$ cat src/rtl/chan_sel_mux.sv
// Registered N-channel, W-bit selector with strobe-latched manual select.
// Define CHAN_SEL_MUX_SCAN_EN to add the auto-scan mode (dwell counter, hold, wrap).
module chan_sel_mux #(
    parameter int WIDTH    = 1,
    parameter int CHANNELS = 8,
    parameter int SEL_W    = 3,
    parameter int DWELL    = 4
) (
    input  logic                      clk,
    input  logic                      rst_n,
    input  logic [CHANNELS*WIDTH-1:0] i,
    input  logic [SEL_W-1:0]          sel,
    input  logic                      load,
    input  logic                      mode,
    input  logic                      hold,
    output logic [WIDTH-1:0]          o,
    output logic                      o_valid,
    output logic [SEL_W-1:0]          cur_sel,
    output logic                      wrap
);

    localparam logic [SEL_W:0]   CH_L = (SEL_W+1)'(CHANNELS);
    localparam logic [SEL_W-1:0] LAST = SEL_W'(CHANNELS-1);

    logic [CHANNELS-1:0][WIDTH-1:0] chans;
    logic [SEL_W-1:0]               nsel;
    logic                           sel_ok;

    assign chans  = i;
    // Out-of-range strobes are dropped entirely.
    assign sel_ok = load && ({1'b0, sel} < CH_L);

`ifdef CHAN_SEL_MUX_SCAN_EN
    typedef enum logic {MANUAL = 1'b0, SCAN = 1'b1} state_t;

    localparam int             CNT_W = $clog2(DWELL+1);
    localparam logic [CNT_W-1:0] DLAST = CNT_W'(DWELL-1);

    state_t           state, nstate;
    logic [CNT_W-1:0] cnt, ncnt;
    logic             nwrap;

    always_comb begin
        nstate = mode ? SCAN : MANUAL;
        nsel   = cur_sel;
        ncnt   = cnt;
        nwrap  = 1'b0;
        if (sel_ok) begin
            nsel = sel;
            ncnt = '0;
        end else if (state == SCAN && !hold) begin
            if (cnt == DLAST) begin
                ncnt = '0;
                if (cur_sel == LAST) begin
                    nsel  = '0;
                    nwrap = 1'b1;
                end else begin
                    nsel = cur_sel + 1'b1;
                end
            end else begin
                ncnt = cnt + 1'b1;
            end
        end
        // Any mode change restarts the dwell from zero.
        if (nstate != state) ncnt = '0;
    end

    always_ff @(posedge clk) begin
        if (!rst_n) begin
            state <= MANUAL;
            cnt   <= '0;
            wrap  <= 1'b0;
        end else begin
            state <= nstate;
            cnt   <= ncnt;
            wrap  <= nwrap;
        end
    end
`else
    localparam int unused_dwell = DWELL;
    logic          unused_ctl;

    assign unused_ctl = ^{mode, hold};
    assign nsel       = sel_ok ? sel : cur_sel;
    assign wrap       = 1'b0;
`endif

    // o and cur_sel load from the same nsel so they never disagree.
    always_ff @(posedge clk) begin
        if (!rst_n) begin
            o       <= '0;
            o_valid <= 1'b0;
            cur_sel <= '0;
        end else begin
            o       <= chans[nsel];
            o_valid <= 1'b1;
            cur_sel <= nsel;
        end
    end

endmodule
$ cat config.mk
export PLATFORM = sky130hd
export DESIGN_NAME = chan_sel_mux
export DESIGN_NICKNAME = d
export VERILOG_FILES = /design/src/rtl/chan_sel_mux.sv
export SDC_FILE = /design/constraint.sdc
export NUM_CORES = 1
export LEC_CHECK = 0
export ABC_AREA = 1
export CORE_AREA = 2 2 39 41
export CTS_CLUSTER_SIZE = 25
export DETAILED_ROUTE_END_ITERATION = 8
export DIE_AREA = 0 0 41 43
export PLACE_DENSITY = 0.66
export REMOVE_ABC_BUFFERS = 1
export SLEW_MARGIN = 15
export SYNTH_ARGS = -nofsm -noshare
export SYNTH_HDL_FRONTEND = slang
export SYNTH_SLANG_ARGS = --single-unit
$ cat constraint.sdc
create_clock -name clk -period 0.9 [get_ports clk]
set_clock_uncertainty 0.15 [all_clocks]
set_input_delay 0.18 -clock clk [delete_from_list [all_inputs] [get_ports clk]]
set_output_delay 0.18 -clock clk [all_outputs]
set_load 0.05 [all_outputs]
==> summary.md <==
| Metric | Value |
|---|---|
| DRC | 0 |
| Min Hold Slack | ~0.10 ns |
| Critical path class | reg2out |
| RSZ-0062 raised after global routing | yes |
| Syn_area_per_cell | roughly 6 um2 |
| 1st-iter DRT viols | 1 |
| Pwr per Cell Area | 1212 mW/mm2 |
| Bufs and invs on worst path | 2 |
| Net Switching | approximately 0.27 mW |
| Fin. Hold Viols | 0 |
| CP peak stage delay | about 0.32 ns |
| Vias in the first global route | 354 |
| Period minus WS final | 1.141 ns |
| ANT cells | 0 |
| Final ANT Viol Nets | 0 |
| RePlAce Congestion | about 0.76 |
| Vias per cell | roughly 4.2 |
| P_int | a little under 0.6 mW |
| Die ar. | 0.001763 mm2 |
| Cts bufs inserted | 3 |
| Clk sinks | 5 |
| Yosys cell types | 12 |
| Outcome | finished with violations |
| Crit path launch type | flip-flop |
| Crit-path leading delay family | flip-flops |
| Clock root buffer | clkbuf_4 |
| GRT Total Usage | 0.1114 |
| Die height | between 40 and 50 um |
| Switching Fraction | 0.3143 |
| IO buf count | 18 |
| Global-route wire length before repair | about 1300 um |
| Sequential fraction of the synthesis area | 0.3463 |
| Total power | ~0.85 mW |
| Final worst-path cycle share | 1.268 |
| Critical path's slowest cell | dfxtp_2 |
| Finished Cell Area | ~700 um2 |
| Final Max Slew Viols | 0 |
| CP endpoint kind | primary output |
| Largest net degree at the start of global routing | 7 |
| Post-Synthesis Cells | 47 |
| Crit path cell chain | buf_6, buf_12 |
| Layout cells sized above 1 | 0.5000 |
| I/O pins | 22 |
| CP arrival | approximately 0.81 ns |
| Clock tree from TritonCTS | built |
| Share of total power in the clock network | 0.302 |
| Peak supply drop | roughly 0.00062 V |
| H-tree depth | 1 |
| Hpwl dp | around 580 um |
| Layout area overhead | 142.9% |
| Via Count | 390 |
| Initial core utilization | 0.2089 |
| Deepest clock path buffer count | 2 |
| Routed Wire Length | 942 um |
| Nets | a little over 90 |
| Synth Warn # | 0 |
| GRT overflow | 0 |
| Setup-failing EPs final | 8 |
| Initial antenna violation count | 0 |
| Row cnt | 14 |
| Fmax | about 0.9 GHz |
| Hold Crit Class | in2reg |
| Yosys reg bits | 5 |
| Die Wd | 41 um |
| Worst Path Required | 0.57 ns |
| Leakage | about 0.34 nW |
| Drt pass-1 iters | 2 |
| Flop pwr share | 0.299 |
| Combinational power share | 0.398 |
| Synthesized cell area | 289.0 um2 |
| Max Fanout on Critical Path | 2 |
| Core box area | roughly 0.0014 mm2 |
| Failing checks | negative setup slack |
| Max_cap viols | 0 |
| Setup ws final | -0.2410 ns |
| Clock Latency Late Sink | between 0.2 and 0.25 ns |
| Routed wire per std cell | around 10 um |
| Dpl cell area | slightly below 600 um2 |
| Clk slew on worst S/H paths | 0.04 ns |
stage by stage:
step | utilization | instances | TNS [ns] | setup WS [ns]
floorplan | - | 46 | -1.314 | -0.4838
global placement | 0.4168 | 86 | -2.168 | -0.6353
detailed placement | 0.4168 | 86 | -2.179 | -0.6716
CTS | 0.4638 | 91 | -1.283 | -0.2482
global route | 0.5072 | 92 | -1.536 | -0.2692
finish | 0.5072 | 92 | -1.268 | -0.2410
worst register-to-register path: stages (launching register included):
cell and delay [ns]:
dfxtp_2 0.32, buf_4 0.14, nand2_4 0.08, nand3_1 0.07
nand3_1 0.07, nand2_1 0.05, nand2_1 0.05, nand2_1 0.05
path summary, 6_finish.rpt:
path	start	to	slack, ns	depth (start not counted)
max reg2reg	cur_sel[0]$_SDFF_PN0_	o$_SDFF_PN0_	-0.18	7
min reg2reg	cur_sel[2]$_SDFF_PN0_	cur_sel[2]$_SDFF_PN0_	0.38	2
min	rst_n	cur_sel[1]$_SDFF_PN0_	0.10	3
max	cur_sel[1]$_SDFF_PN0_	cur_sel[1]	-0.24	2
routing by layer:
layer,track usage,wire [um],vias up
met5,0,0,-
met4,0.08000,0,0
met3,0.01571,72,0
met2,0.1875,531,12
met1,0.1158,338,174
li1,-,-,204
flip-flops by register name, indices dropped and copies added, names as in the netlist:
signal,cells
cur_sel,3
o_valid,1
o,1
synthesized netlist by cell type:
cell	number	area (um2)
conb_1	1	3.750
nand3_1	13	65.06
inv_1	8	30.03
o21ai_2	1	8.760
nand2_1	11	41.29
nor2_1	2	7.510
buf_4	1	7.510
nand2_2	1	6.260
dfxtp_1	5	100.1
a21oi_1	2	10.01
o21ai_0	1	5.000
inv_2	1	3.750
cells in the final DEF, fill, tap and decap left out:
master and instances:
a21oi_2 2, buf_12 5, buf_4 3, buf_6 4, clkbuf_1 1, clkbuf_4 3, clkdlybuf4s15_2 1, clkdlybuf4s50_1 9
conb_1 1, dfxtp_2 5, dlygate4sd2_1 2, dlygate4sd3_1 1, dlymetal6s2s_1 1, inv_1 6, inv_2 2, inv_4 1
nand2_1 7, nand2_2 4, nand2_4 1, nand3_1 9, nand3_2 4, nor2_1 1, nor2_2 1, o21ai_2 1
o21ai_4 1
power groups by stage:
stage                     Clock (mW)  Sequential (mW)  Combinational (mW)
final                          0.257            0.255               0.339
after global routing           0.294            0.256               0.361
after CTS                      0.272            0.254               0.307
after detailed placement           0            0.253               0.292
after global placement             0            0.254               0.291
after floorplan                    0            0.304              0.0751
kinds of logic (layout without fill, tap and decap cells):
logic type | count (synthesis) | after routing | synth area share
DFF | 5 | 5 | 0.3463
AOI/OAI and AO/OA | 4 | 4 | 0.08224
other | 1 | 1 | 0.01297
and+or+nand+nor | 27 | 27 | 0.4156
buffers and inverters | 10 | 39 | 0.1429
layout make-up:
cell class	count	area (um2)
Clock buffer	4	26.28
Fill cell	142	681.9
Inverter	9	36.28
Multi-Input combinational cell	32	203.9
Sequential cell	5	106.4
Tap cell	16	20.02
Timing Repair Buffer	26	309.0
timing repair:
item / CTS / global route
pin swaps: 3 / 2
endpoints found under the setup margin: 9 / 9
cloned: 0 / 0
hold endpoints to repair: 0 / 1
setup buffers: 1 / 0
resized for setup: 20 / 13
hold buffers: 0 / 1
Note: power is estimated with default switching activity, not from simulation.
